File: src/rtl/tx_frame_scheduler_pkg.sv
// Shared types and constants for the transmit frame scheduler and its arbiters.
package tx_frame_scheduler_pkg;

    typedef enum logic [2:0] {
        S_IDLE     = 3'b000,
        S_LOAD     = 3'b001,
        S_SEND     = 3'b010,
        S_CHECK    = 3'b011,
        S_WAIT_END = 3'b100,
        S_RETRY    = 3'b101,
        S_RELEASE  = 3'b110
    } sched_state_e;

    localparam int unsigned DEF_TIMEOUT   = 2047;
    localparam int unsigned DEF_MAX_RETRY = 3;
    localparam int unsigned FRAME_BITS    = 10;
    localparam int unsigned BIT_CYCLES    = 106;
    localparam int unsigned FRAME_CYCLES  = FRAME_BITS * BIT_CYCLES;

    function automatic int unsigned rr_wrap(input int unsigned v, input int unsigned n);
        return (v >= n) ? v - n : v;
    endfunction

endpackage

File: src/rtl/tx_frame_scheduler_rr_pick.sv
// Rotate-priority selector: first set req bit scanning upward from last_id+1, wrapping.
module rr_pick
    import tx_frame_scheduler_pkg::*;
#(
    parameter int unsigned N   = 4,
    parameter int unsigned IDW = $clog2(N)
) (
    input  logic [N-1:0]   req,
    input  logic [IDW-1:0] last_id,
    output logic           valid,
    output logic [IDW-1:0] id
);

    int unsigned      pos;
    logic [IDW-1:0]   idx;

    // Scan from the farthest candidate back to the nearest so the nearest hit wins.
    always_comb begin
        valid = 1'b0;
        id    = '0;
        pos   = '0;
        idx   = '0;
        for (int unsigned k = N; k >= 1; k--) begin
            pos = rr_wrap(32'(last_id) + k, N);
            idx = IDW'(pos);
            if (req[idx]) begin
                valid = 1'b1;
                id    = idx;
            end
        end
    end

endmodule

File: src/rtl/tx_frame_scheduler.sv
// Round-robin scheduler sharing one serial byte transmitter between N_REQ producers.
module tx_frame_scheduler
    import tx_frame_scheduler_pkg::*;
#(
    parameter int unsigned N_REQ     = 4,
    parameter int unsigned MAX_RETRY = DEF_MAX_RETRY,
    parameter int unsigned TIMEOUT   = DEF_TIMEOUT,
    localparam int unsigned IDW      = $clog2(N_REQ)
) (
    input  logic               clock,
    input  logic               reset_n,
    input  logic [N_REQ-1:0]   req,
    input  logic [8*N_REQ-1:0] req_data,
    input  logic               dsr,
    input  logic               tx_end,
    input  logic               tx_error,
    output logic               tx_load,
    output logic [7:0]         tx_data,
    output logic               tx_send,
    output logic [N_REQ-1:0]   done,
    output logic [N_REQ-1:0]   fail,
    output logic               busy,
    output logic [IDW-1:0]     cur_id
);

    localparam int unsigned TW = $clog2(TIMEOUT + 1);
    localparam int unsigned RW = (MAX_RETRY > 0) ? $clog2(MAX_RETRY + 1) : 1;

    sched_state_e     state_q, state_d;
    logic [IDW-1:0]   cur_id_q, cur_id_d;
    logic [IDW-1:0]   last_id_q, last_id_d;
    logic [7:0]       tx_data_q, tx_data_d;
    logic [RW-1:0]    retry_cnt_q, retry_cnt_d;
    logic [TW-1:0]    timer_q, timer_d;
    logic             ok_q, ok_d;
    logic             tx_load_q, tx_load_d;
    logic             tx_send_q, tx_send_d;
    logic             busy_q, busy_d;
    logic [N_REQ-1:0] done_q, done_d;
    logic [N_REQ-1:0] fail_q, fail_d;
    logic [N_REQ-1:0] id_onehot;

    logic             pick_valid;
    logic [IDW-1:0]   pick_id;

    rr_pick #(.N(N_REQ), .IDW(IDW)) u_pick (
        .req     (req),
        .last_id (last_id_q),
        .valid   (pick_valid),
        .id      (pick_id)
    );

    always_comb begin
        state_d     = state_q;
        cur_id_d    = cur_id_q;
        last_id_d   = last_id_q;
        tx_data_d   = tx_data_q;
        retry_cnt_d = retry_cnt_q;
        timer_d     = timer_q;
        ok_d        = ok_q;

        unique case (state_q)
            S_IDLE: begin
                if (dsr && pick_valid) begin
                    cur_id_d    = pick_id;
                    for (int unsigned i = 0; i < N_REQ; i++) begin
                        if (IDW'(i) == pick_id) tx_data_d = req_data[8*i +: 8];
                    end
                    retry_cnt_d = '0;
                    ok_d        = 1'b0;
                    state_d     = S_LOAD;
                end
            end
            S_LOAD:  state_d = S_SEND;
            S_SEND:  state_d = S_CHECK;
            S_CHECK: begin
                if (tx_error) begin
                    state_d = S_RETRY;
                end else begin
                    timer_d = '0;
                    state_d = S_WAIT_END;
                end
            end
            S_WAIT_END: begin
                if (timer_q != TW'(TIMEOUT)) timer_d = timer_q + 1'b1;
                if (tx_end) begin
                    ok_d    = 1'b1;
                    state_d = S_RELEASE;
                end else if (timer_q == TW'(TIMEOUT)) begin
                    state_d = S_RETRY;
                end
            end
            S_RETRY: begin
                if (retry_cnt_q == RW'(MAX_RETRY)) begin
                    ok_d    = 1'b0;
                    state_d = S_RELEASE;
                end else if (dsr) begin
                    retry_cnt_d = retry_cnt_q + 1'b1;
                    state_d     = S_LOAD;
                end
            end
            S_RELEASE: begin
                last_id_d = cur_id_q;
                state_d   = S_IDLE;
            end
            default: state_d = S_IDLE;
        endcase
    end

    // Outputs are flops fed from the next state, so they line up with state_q exactly.
    always_comb begin
        id_onehot           = '0;
        id_onehot[cur_id_d] = 1'b1;
        tx_load_d = (state_d == S_LOAD);
        tx_send_d = (state_d == S_SEND);
        busy_d    = (state_d != S_IDLE);
        done_d    = (state_d == S_RELEASE &&  ok_d) ? id_onehot : '0;
        fail_d    = (state_d == S_RELEASE && !ok_d) ? id_onehot : '0;
    end

    always_ff @(posedge clock or negedge reset_n) begin
        if (!reset_n) begin
            state_q     <= S_IDLE;
            cur_id_q    <= '0;
            last_id_q   <= IDW'(N_REQ - 1);
            tx_data_q   <= '0;
            retry_cnt_q <= '0;
            timer_q     <= '0;
            ok_q        <= 1'b0;
            tx_load_q   <= 1'b0;
            tx_send_q   <= 1'b0;
            busy_q      <= 1'b0;
            done_q      <= '0;
            fail_q      <= '0;
        end else begin
            state_q     <= state_d;
            cur_id_q    <= cur_id_d;
            last_id_q   <= last_id_d;
            tx_data_q   <= tx_data_d;
            retry_cnt_q <= retry_cnt_d;
            timer_q     <= timer_d;
            ok_q        <= ok_d;
            tx_load_q   <= tx_load_d;
            tx_send_q   <= tx_send_d;
            busy_q      <= busy_d;
            done_q      <= done_d;
            fail_q      <= fail_d;
        end
    end

    assign tx_load = tx_load_q;
    assign tx_send = tx_send_q;
    assign tx_data = tx_data_q;
    assign busy    = busy_q;
    assign done    = done_q;
    assign fail    = fail_q;
    assign cur_id  = cur_id_q;

endmodule

File: config.mk
export PLATFORM = sky130hd
export DESIGN_NAME = tx_frame_scheduler
export DESIGN_NICKNAME = d
export VERILOG_FILES = /design/src/rtl/tx_frame_scheduler_pkg.sv /design/src/rtl/tx_frame_scheduler_rr_pick.sv /design/src/rtl/tx_frame_scheduler.sv
export SDC_FILE = /design/constraint.sdc
export NUM_CORES = 1
export LEC_CHECK = 0
export ABC_CLOCK_PERIOD_IN_PS = 1800
export CORE_AREA = 2 2 74 76
export DETAILED_ROUTE_END_ITERATION = 7
export DIE_AREA = 0 0 76 78
export PLACE_DENSITY = 0.74
export SLEW_MARGIN = 20
export SYNTH_ARGS = -nofsm -noshare
export SYNTH_HDL_FRONTEND = slang
export SYNTH_SLANG_ARGS = --single-unit
File: constraint.sdc
create_clock -name clock -period 1.8 [get_ports clock]
set_clock_uncertainty 0.05 [all_clocks]
set_input_delay 0.36 -clock clock [delete_from_list [all_inputs] [get_ports clock]]
set_output_delay 0.36 -clock clock [all_outputs]
set_load 0.005 [all_outputs]
==> impl_metrics.env <==
export IMPL_mostFrequentLayoutCell="clkdlybuf4s50_1"
export IMPL_rr_endpoint="timer_q[9]$_DFFE_PN0P_"
export IMPL_whs_path_depth=3
export IMPL_r2r_slack_ps=10
export IMPL_grt_pass1_wl_mm=9.29
export IMPL_synthCells=211
export IMPL_cpMaxStageDelayCell="clkdlybuf4s50_1"
export IMPL_synth_nets=254
export IMPL_die_area_sq_um=5930
export IMPL_pin_count=62
export IMPL_critPathRequiredTime_ps=1930
export IMPL_synth_simple_gate_area_share_pct=22.2
export IMPL_async_flop_share_pct=100
export IMPL_slew_viol_final=0
export IMPL_fin_crit_sh_pct=101
export IMPL_ys_seq_area_share_pct=46.8
export IMPL_die_w_microns=76
export IMPL_tightest_slew_ps=511
export IMPL_core_area_sq_um=5040
export IMPL_hold_path_class="in2reg"
export IMPL_setup_violations=1
export IMPL_routabilityCongestion=0.912
export IMPL_portBuffers=61
export IMPL_ant_nets=0
export IMPL_violations="setup timing"
export IMPL_syn2layout_area_growth_pct=50.9
export IMPL_synth_fa_ha_area_share_pct=1.20
export IMPL_hp_start="dsr"
export IMPL_post_route_drc_count=0
export IMPL_finalCriticalPeriod_ps=1810
export IMPL_cts_root_buf="clkbuf_8"
export IMPL_first_iter_violations=101
export IMPL_outcome="finished with violations"
export IMPL_vias_per_cell=5.34
export IMPL_firstDrtPassIters=4
export IMPL_path_buf_inv=1
export IMPL_fill_cells=416
export IMPL_cp_cell_sequence="clkdlybuf4s50_1 -> nor4bb_2 -> o2111ai_1 -> nor4_2 -> xnor2_1 -> nor2_1"
export IMPL_layout_cells_non_filler=369
export IMPL_path_max_fanout=5
export IMPL_layout_common_cells="55 x clkdlybuf4s50_1, 36 x dfrtp_1, 26 x buf_4"
export IMPL_row_count=26
export IMPL_ys_flop_type="dfrtp_1"
export IMPL_syn_avg_cell_area_sq_um=9.91
export IMPL_cp_top_family="simple AND/OR/NAND/NOR gates"
export IMPL_avgRoutedWirePerCell_microns=15.3
export IMPL_routed_top_layer="met4"
export IMPL_timing_fmax_ghz=0.552
export IMPL_drive_gt1_share_pct=22.7
export IMPL_seq_area_sq_um=980
export IMPL_initial_core_util_pct=41.5
export IMPL_antenna_found_initial=0
export IMPL_worstSetupEndpointType="register"
export IMPL_yosysWarnings=0
export IMPL_rsz0062_at_grt="yes"
export IMPL_grt_overflow_total=0
export IMPL_muxShareOfSynthArea_pct=4.90
export IMPL_numCtsBuffers=5
export IMPL_drt_total_wl_mm=5.64
export IMPL_die_y_microns=78
export IMPL_grt_max_degree=22
export IMPL_clock_path_buffers=2
export IMPL_worst_slack_ps=-12.6
export IMPL_hold_viol_final=0
export IMPL_cp_start_kind="input pin"
export IMPL_p_per_area_nw_per_um2=1240
export IMPL_synth_distinct_cells=46
export IMPL_met1Wirelength_mm=2.39
export IMPL_power_leakage_nw=1.34
export IMPL_timing_rr_start="state_q[1]$_DFF_PN0_"
export IMPL_clock_latency_ps=290
export IMPL_dp_cells=357
export IMPL_finalPower_mw=3.92
export IMPL_cap_violations=0
export IMPL_nNetsFinal=341
export IMPL_clk_pin_slew_worst_paths_ps=70
export IMPL_ir_worst_vdd_mv=0.813
export IMPL_synthXorXnorAreaFrac_pct=3.35
export IMPL_critical_path_arrival_ps=1950
export IMPL_multiInputGateArea_sq_um=1110
export IMPL_ys_seq_elements=39
export IMPL_cts_max_level=2
export IMPL_netlist_area_sq_um=2090
export IMPL_maxSlewHeadroom_pct=65.9
export IMPL_wl_met2_mm=2.91
export IMPL_worst_r2r_cell_count=6
export IMPL_fin_util_pct=62.6
export IMPL_clock_sinks=39
export IMPL_cts_tree="done"
export IMPL_synth_top_family_by_area="simple AND/OR/NAND/NOR gates"
export IMPL_vias=1972
export IMPL_worst_path_stages=6
export IMPL_synth_compound_area_share_pct=17.2
export IMPL_path_class="in2reg"
export IMPL_grtUsageTotal_pct=19.6
export IMPL_num_antenna_cells=0
export IMPL_synth_edf_count=0
export IMPL_hpwl_mm=4.13
export IMPL_grt_pass1_vias=1969
export IMPL_holdPathEnd="retry_cnt_q[0]$_DFFE_PN0P_"
export IMPL_critPathMaxStageDelay_ps=440
export IMPL_wl_met3_microns=246
## synthesized netlist by cell type (3+ instances only)
library cell	count	share of area [%]
clkbuf_1	3	0.54
nand2_1	18	3.2
o221ai_1	10	4.2
buf_2	9	2.2
nor2_1	16	2.9
o21ai_1	3	0.72
mux2i_1	8	3.8
nand3_1	5	1.2
nor4_1	4	1.2
o21ai_0	4	0.96
a31oi_1	3	0.90
nor3_1	5	1.2
a22oi_1	9	3.2
nor4_2	4	2.4
nand2b_1	5	1.5
a21oi_1	14	3.3
dfrtp_1	37	44
xnor2_1	8	3.3
inv_1	7	1.3
## layer usage
metal / track usage (%) / vias up
li1: - / 954
met1: 24.6 / 951
met2: 33.0 / 55
met3: 5.12 / 12
met4: 6.55 / 0
met5: 0 / -
## worst reg2reg max path: stages (launching register included)
cell	delay [ps]
dfrtp_1	390
buf_4	160
nor3b_2	240
o2111ai_1	310
nor4_2	300
xnor2_1	160
nor2_1	60
## kinds of logic (layout without fill, tap and decap cells)
kind of cell               after synthesis  after routing
and+or+nand+nor                         79             79
AOI/OAI and AO/OA                       53             53
DFF                                     39             39
buffers and inverters                   20            108
muxes                                   10             10
xor gates and xnor gates                 8              8
adders and majority gates                2              2
## timing repair
item                                   in CTS  in global routing
setup buffers                               2                  1
gates cloned                                0                  0
endpoints found under the hold margin      16                  0
setup endpoints to repair                  16                 21
resized for setup                          10                 16
hold buffers                                1                  0
pin swaps                                   1                  4
## stage by stage
stage	hold slack [ps]	setup TNS (ps)	setup WS, ps	area [sq um]
floorplan	14.4	0	57.6	2090
global placement	282	-8050	-438	2940
detailed placement	292	-8520	-473	2940
CTS	477	0	3.19	3080
global route	365	-355	-88.5	3160
finish	352	-12.6	-12.6	3160
## how the worst max path moves through the flow
| stage | start | endpoint | slack, ps |
|---|---|---|---|
| 2_1_floorplan | state_q[1]$_DFF_PN0_ | retry_cnt_q[0]$_DFFE_PN0P_ | 60 |
| 3_3_place_gp | req[1] | tx_data[1]$_DFFE_PN0P_ | -440 |
| 3_5_place_dp | req[1] | tx_data[3]$_DFFE_PN0P_ | -470 |
| 4_1_cts | cur_id[0]$_DFF_PN0_ | cur_id[0] | 3 |
| 5_1_grt | state_q[0]$_DFF_PN0_ | timer_q[9]$_DFFE_PN0P_ | -90 |
| 6_report | tx_error | timer_q[9]$_DFFE_PN0P_ | -10 |
## report_power, final
group | switching, mW | leakage [nW] | internal, mW | total [mW]
sequential | 0.249 | 0.510 | 1.15 | 1.40
combinational | 0.870 | 0.781 | 1.07 | 1.94
clock | 0.310 | 0.0477 | 0.265 | 0.576
total | 1.43 | 1.34 | 2.49 | 3.92
## flip-flops by register name, summed over array words and instances (netlist names)
signal and count:
done 4, tx_data 8, fail 4, timer_q 11, cur_id 2, state_q 3
tx_send 1, retry_cnt_q 2, tx_load 1, last_id_q 2, busy 1
## layout make-up
type / count / share of cell area (%)
Clock buffer: 5 / 2.18
Clock inverter: 3 / 0.476
Inverter: 7 / 0.832
Multi-Input combinational cell: 152 / 35.0
Sequential cell: 39 / 31.0
Tap cell: 70 / 2.77
Timing Repair Buffer: 93 / 27.7
Power figures use the tool's default switching activity.
